<file path="src/rtl/sram_req_arbiter_pkg.sv">
// Shared CPU bus header: arbiter state encodings, grant sides and transfer size codes.
// Used by sram_req_arbiter and sram_arb_pick2 (round-robin build: SRAM_ARB_RR_EN).
package sram_req_arbiter_pkg;

    localparam int BUS_AW = 32;
    localparam int BUS_DW = 32;

    typedef enum logic [1:0] {
        ST_IDLE = 2'd0,
        ST_REQ  = 2'd1,
        ST_RESP = 2'd2
    } arb_state_t;

    localparam logic GNT_INST = 1'b0;
    localparam logic GNT_DATA = 1'b1;

    localparam logic [1:0] SIZE_BYTE = 2'd0;
    localparam logic [1:0] SIZE_HALF = 2'd1;
    localparam logic [1:0] SIZE_WORD = 2'd2;

endpackage

</file>
<file path="src/rtl/sram_req_arbiter_pick2.sv">
// Two-way winner selection for the SRAM port arbiter plus its fairness state.
// Default: data priority with a starvation counter; SRAM_ARB_RR_EN selects round-robin.
module sram_arb_pick2 #(
    parameter int STARVE_LIMIT = 4
) (
    input  logic clk,
    input  logic resetn,
    input  logic inst_req,
    input  logic data_req,
    input  logic pick_en,
    output logic winner
);
    import sram_req_arbiter_pkg::*;

`ifdef SRAM_ARB_RR_EN
    logic last_gnt;

    always_comb begin
        winner = GNT_INST;
        if (data_req && !inst_req) begin
            winner = GNT_DATA;
        end else if (data_req && inst_req) begin
            winner = ~last_gnt;
        end
    end

    always_ff @(posedge clk or negedge resetn) begin
        if (!resetn) begin
            last_gnt <= GNT_INST;
        end else if (pick_en) begin
            last_gnt <= winner;
        end
    end
`else
    localparam logic [3:0] LIMIT = 4'(STARVE_LIMIT);

    logic [3:0] starve_cnt;

    // Inst only overrides data once it has watched LIMIT data grants go by.
    always_comb begin
        winner = GNT_INST;
        if (data_req && !(inst_req && starve_cnt == LIMIT)) begin
            winner = GNT_DATA;
        end
    end

    always_ff @(posedge clk or negedge resetn) begin
        if (!resetn) begin
            starve_cnt <= 4'd0;
        end else if (!inst_req) begin
            starve_cnt <= 4'd0;
        end else if (pick_en) begin
            if (winner == GNT_INST) begin
                starve_cnt <= 4'd0;
            end else if (starve_cnt != 4'hF) begin
                starve_cnt <= starve_cnt + 4'd1;
            end
        end
    end
`endif

endmodule

</file>
<file path="src/rtl/sram_req_arbiter.sv">
// Shares one SRAM-like master port between the IF and EXE/MEM requesters, one transaction in flight.
// Arbitration policy comes from sram_arb_pick2; define SRAM_ARB_RR_EN for round-robin.
module sram_req_arbiter #(
    parameter int STARVE_LIMIT = 4
) (
    input  logic        clk,
    input  logic        resetn,
    input  logic        inst_req,
    input  logic [31:0] inst_addr,
    output logic        inst_addr_ok,
    output logic        inst_data_ok,
    output logic [31:0] inst_rdata,
    input  logic        data_req,
    input  logic        data_wr,
    input  logic [1:0]  data_size,
    input  logic [3:0]  data_wstrb,
    input  logic [31:0] data_addr,
    input  logic [31:0] data_wdata,
    output logic        data_addr_ok,
    output logic        data_data_ok,
    output logic [31:0] data_rdata,
    output logic        m_req,
    output logic        m_wr,
    output logic [1:0]  m_size,
    output logic [3:0]  m_wstrb,
    output logic [31:0] m_addr,
    output logic [31:0] m_wdata,
    input  logic        m_addr_ok,
    input  logic        m_data_ok,
    input  logic [31:0] m_rdata
);
    import sram_req_arbiter_pkg::*;

    arb_state_t state, state_next;
    logic       gnt, gnt_next;
    logic       pick_en;
    logic       winner;
    logic       gnt_req;
    logic       any_req;

    assign any_req = inst_req | data_req;
    assign gnt_req = (gnt == GNT_DATA) ? data_req : inst_req;

    sram_arb_pick2 #(
        .STARVE_LIMIT(STARVE_LIMIT)
    ) u_pick (
        .clk     (clk),
        .resetn  (resetn),
        .inst_req(inst_req),
        .data_req(data_req),
        .pick_en (pick_en),
        .winner  (winner)
    );

    always_ff @(posedge clk or negedge resetn) begin
        if (!resetn) begin
            state <= ST_IDLE;
            gnt   <= GNT_INST;
        end else begin
            state <= state_next;
            gnt   <= gnt_next;
        end
    end

    // A response that finds another request waiting re-arbitrates straight into REQ.
    always_comb begin
        state_next = state;
        gnt_next   = gnt;
        pick_en    = 1'b0;
        case (state)
            ST_IDLE: begin
                if (any_req) begin
                    pick_en    = 1'b1;
                    gnt_next   = winner;
                    state_next = ST_REQ;
                end
            end
            ST_REQ: begin
                if (!gnt_req) begin
                    state_next = ST_IDLE;
                end else if (m_addr_ok) begin
                    state_next = ST_RESP;
                end
            end
            ST_RESP: begin
                if (m_data_ok) begin
                    if (any_req) begin
                        pick_en    = 1'b1;
                        gnt_next   = winner;
                        state_next = ST_REQ;
                    end else begin
                        state_next = ST_IDLE;
                    end
                end
            end
            default: state_next = ST_IDLE;
        endcase
    end

    always_comb begin
        m_wr    = 1'b0;
        m_size  = SIZE_WORD;
        m_wstrb = 4'b0000;
        m_addr  = inst_addr;
        m_wdata = 32'd0;
        if (gnt == GNT_DATA) begin
            m_wr    = data_wr;
            m_size  = data_size;
            m_wstrb = data_wstrb;
            m_addr  = data_addr;
            m_wdata = data_wdata;
        end
    end

    assign m_req        = (state == ST_REQ) && gnt_req;
    assign inst_addr_ok = m_req && m_addr_ok && (gnt == GNT_INST);
    assign data_addr_ok = m_req && m_addr_ok && (gnt == GNT_DATA);
    assign inst_data_ok = (state == ST_RESP) && m_data_ok && (gnt == GNT_INST);
    assign data_data_ok = (state == ST_RESP) && m_data_ok && (gnt == GNT_DATA);
    assign inst_rdata   = m_rdata;
    assign data_rdata   = m_rdata;

endmodule

</file>
<file path="config.mk">
export PLATFORM = sky130hd
export DESIGN_NAME = sram_req_arbiter
export DESIGN_NICKNAME = d
export VERILOG_FILES = /design/src/rtl/sram_req_arbiter_pkg.sv /design/src/rtl/sram_req_arbiter_pick2.sv /design/src/rtl/sram_req_arbiter.sv
export SDC_FILE = /design/constraint.sdc
export NUM_CORES = 1
export LEC_CHECK = 0
export ABC_AREA = 0
export BUFFER_PORTS_ARGS = -buffer_cell sky130_fd_sc_hd__buf_2
export CAP_MARGIN = 20
export CORE_AREA = 2 2 110 112
export CTS_CLUSTER_SIZE = 8
export DETAILED_ROUTE_END_ITERATION = 10
export DIE_AREA = 0 0 112 114
export HOLD_SLACK_MARGIN = 0.06
export PLACE_DENSITY = 0.51
export SETUP_SLACK_MARGIN = 0.05
export SLEW_MARGIN = 40
export SYNTH_ARGS = -nofsm -noshare
export SYNTH_HDL_FRONTEND = slang
export SYNTH_SLANG_ARGS = --single-unit
export TNS_END_PERCENT = 5
</file>
<file path="constraint.sdc">
create_clock -name clk -period 1.9 [get_ports clk]
set_input_delay 0.19 -clock clk [delete_from_list [all_inputs] [get_ports clk]]
set_output_delay 0.19 -clock clk [all_outputs]
set_load 0.05 [all_outputs]
</file>
==> run_results.csv <==
group,metric,value,unit
run_status,outcome,"completed",
clock_network,cts-htree-levels,1,
floorplanning,ios,281,
synth,yosysWarnings,0,
floorplanning,die_height,114,um
drt,drt_wl_total,5.13,mm
global_routing,grt_pass1_wl,7.40,mm
placement,place_area,0.00221,mm2
final_layout,utilization,19.6,%
floorplanning,dieArea,0.0128,mm2
synth,synth_cells,195,
sta,finalHoldViolations,0,
sta,slew_viol_final,0,
clock_network,cts_sinks,7,
floorplanning,row_count,40,
sta,clock.fmax,565,MHz
final_layout,diodes,0,
drt,vias_per_cell,3.61,
sta,fin_ws,0.132,ns
drt,drt_first_pass_iters,4,
sta,rsz0062_at_grt,"no",
sta,slew_headroom,76.3,%
synth,syn_avg_cell_area,8.14,um2
final_layout,multi_input_area,883,um2
sta,holdWs,0.163,ns
global_routing,grt_pass1_vias,1540,
synth,netlist_area,0.00159,mm2
clock_network,post_cts_resized,0,
clock_network,clockBufferDepth,2,
clock_network,ctsHoldBuffers,1,
sta,tightest_slew,0.356,ns
final_layout,finalNonFillerCells,461,
critical_path,crit_fanout,42,
power_and_ir_drop,power,3.75,mW
critical_path,crit_chain,"buf_4 -> mux2_2 -> buf_2",
critical_path,arrival,1.58,ns
final_layout,area_growth,44.6,%
critical_path,crit_type,"reg2out",
final_layout,finalNetCount,458,
synth,synth_area_leaders,"buf_4, mux2_2, and2_1",
power_and_ir_drop,ir_drop,0.00108,V
critical_path,endpoint_kind,"output port",
clock_network,postCtsSetupBuffers,0,
sta,fin_crit_sh,93.1,%
global_routing,grt_use_total,7.02,%
drt,drt-wirelength-per-cell,11.1,um
power_and_ir_drop,p_leak,1.26,nW
floorplanning,chipWidth,112,um
final_layout,fillers,1324,
sta,clock-skew-final,0.000574,ns
run,maxCapViolCount,0,
clock_network,cts_made_buffers,3,
clock_network,cts_tree,"done",
clock_network,clk_latency,0.23,ns
floorplanning,core_area,0.0117,mm2
placement,gp_congestion,0.712,
critical_path,required,1.71,ns
final_layout,drive_gt1_share,73.9,%
synth,ys_types,30,
critical_path,cp-start-kind,"flip-flop",
synth,ys_ff_latch,7,
final_layout,register_area,176,um2
drt,drtIter0Drc,30,
drt,vias,1664,
clock_network,cts-root-buf,"clkbuf_16",
final_layout,design_area,0.00229,mm2
placement,port_buffers,184,
drt,route.detailed.drc,0,
global_routing,grt_max_degree,43,
sta,finalSetupViolCount,0,
power_and_ir_drop,power_density,1630,mW/mm2
drt,ant_nets,0,
global_routing,grt_overflow,0,
sta,period_minus_slack,1.77,ns
critical_path,crit_buf_inv,2,
placement,dp.cells,456,
hold_path,holdCritPathClass,"in2reg",
placement,pre_cts_ws,0.373,ns
critical_path,cp_top_family,"buffers and inverters",
sta,tns,0,ns
floorplanning,start_util,13.5,%
synth,yosysTopAreaCellShare,30.8,%
synth,ys_seq_area_share,11.0,%
placement,dp_hpwl,4.43,mm
critical_path,cp_slowest_cell,"mux2_2",
critical_path,slowest_delay,0.41,ns
synth,synth_top_area_cell,"buf_4",
clock_network,clk_pin_slew,0.04,ns
global_routing,antenna_found_initial,0,
synth,synth_nets,338,
-- final timing paths --
path / end / slack, ns / startpoint / cells after the start
setup reg to reg: u_pick.starve_cnt[0] / 0.42 / u_pick.starve_cnt[0] / 6
setup / recovery: m_addr[0] / 0.13 / gnt / 3
max in group asynchronous: gnt / 1.35 / resetn / 2
hold / removal: state[0] / 0.16 / m_addr_ok / 2
hold reg to reg: u_pick.starve_cnt[1] / 0.56 / u_pick.starve_cnt[1] / 1
min in group asynchronous: u_pick.starve_cnt[3] / 0.37 / resetn / 2
-- registers in the layout (all words and copies together), names as in the netlist --
name and cells:
gnt 1, u_pick.starve_cnt 4, state 2
-- layout make-up --
cell class | count | area share, %
clock buffers | 4 | 3.44
inverters | 7 | 1.15
multi-input cells | 109 | 38.5
flip-flops and latches | 7 | 7.69
well taps | 147 | 8.02
repair buffers | 187 | 41.2
-- synthesized netlist by cell type, drive strengths merged --
library cell / n
buf: 68
and2: 39
mux2: 33
dfrtp: 7
inv: 7
nand2: 5
o21ai: 5
clkbuf: 4
nand3: 3
nor2: 3
ha: 2
nand2b: 2
nor3: 2
o211ai: 2
a21o: 1
a21oi: 1
a22o: 1
a31o: 1
a32o: 1
and3b: 1
mux2i: 1
nand4b: 1
nor2b: 1
nor3b: 1
o2bb2ai: 1
o32ai: 1
or2: 1
-- metal layers --
layer	part of all wire [%]	wire length [um]	vias to the layer above	GRT usage, %
met5	0	0	-	0
met4	1.8	91	0	3.09
met3	10	512	14	1.43
met2	49	2490	107	12.3
met1	40	2030	730	8.31
li1	-	-	813	-
-- cell families after synthesis --
family / Yosys count / share of synthesized area [%]
simple gates: 59 / 22.5
buf+inv: 79 / 34.3
mux: 34 / 24.1
compound gates: 14 / 6.55
flops: 7 / 11.0
fa+ha+maj: 2 / 1.58
-- cell usage in the layout (no fill, tap or decap), types with 2 or more instances in the layout --
cell	instances
nand2b_1	2
inv_1	7
nand2_1	4
o21ai_0	5
dfrtp_1	6
nor2_2	2
nand3_1	3
and2_1	39
clkbuf_16	3
mux2_2	33
ha_1	2
buf_4	2
buf_2	184
-- power by group --
group,leakage (nW),internal (mW),switching [mW]
logic,1.14,0.861,2.29
clock network,0.0382,0.280,0.0831
registers,0.0909,0.189,0.0397
Note: power is estimated with default switching activity, not from simulation.
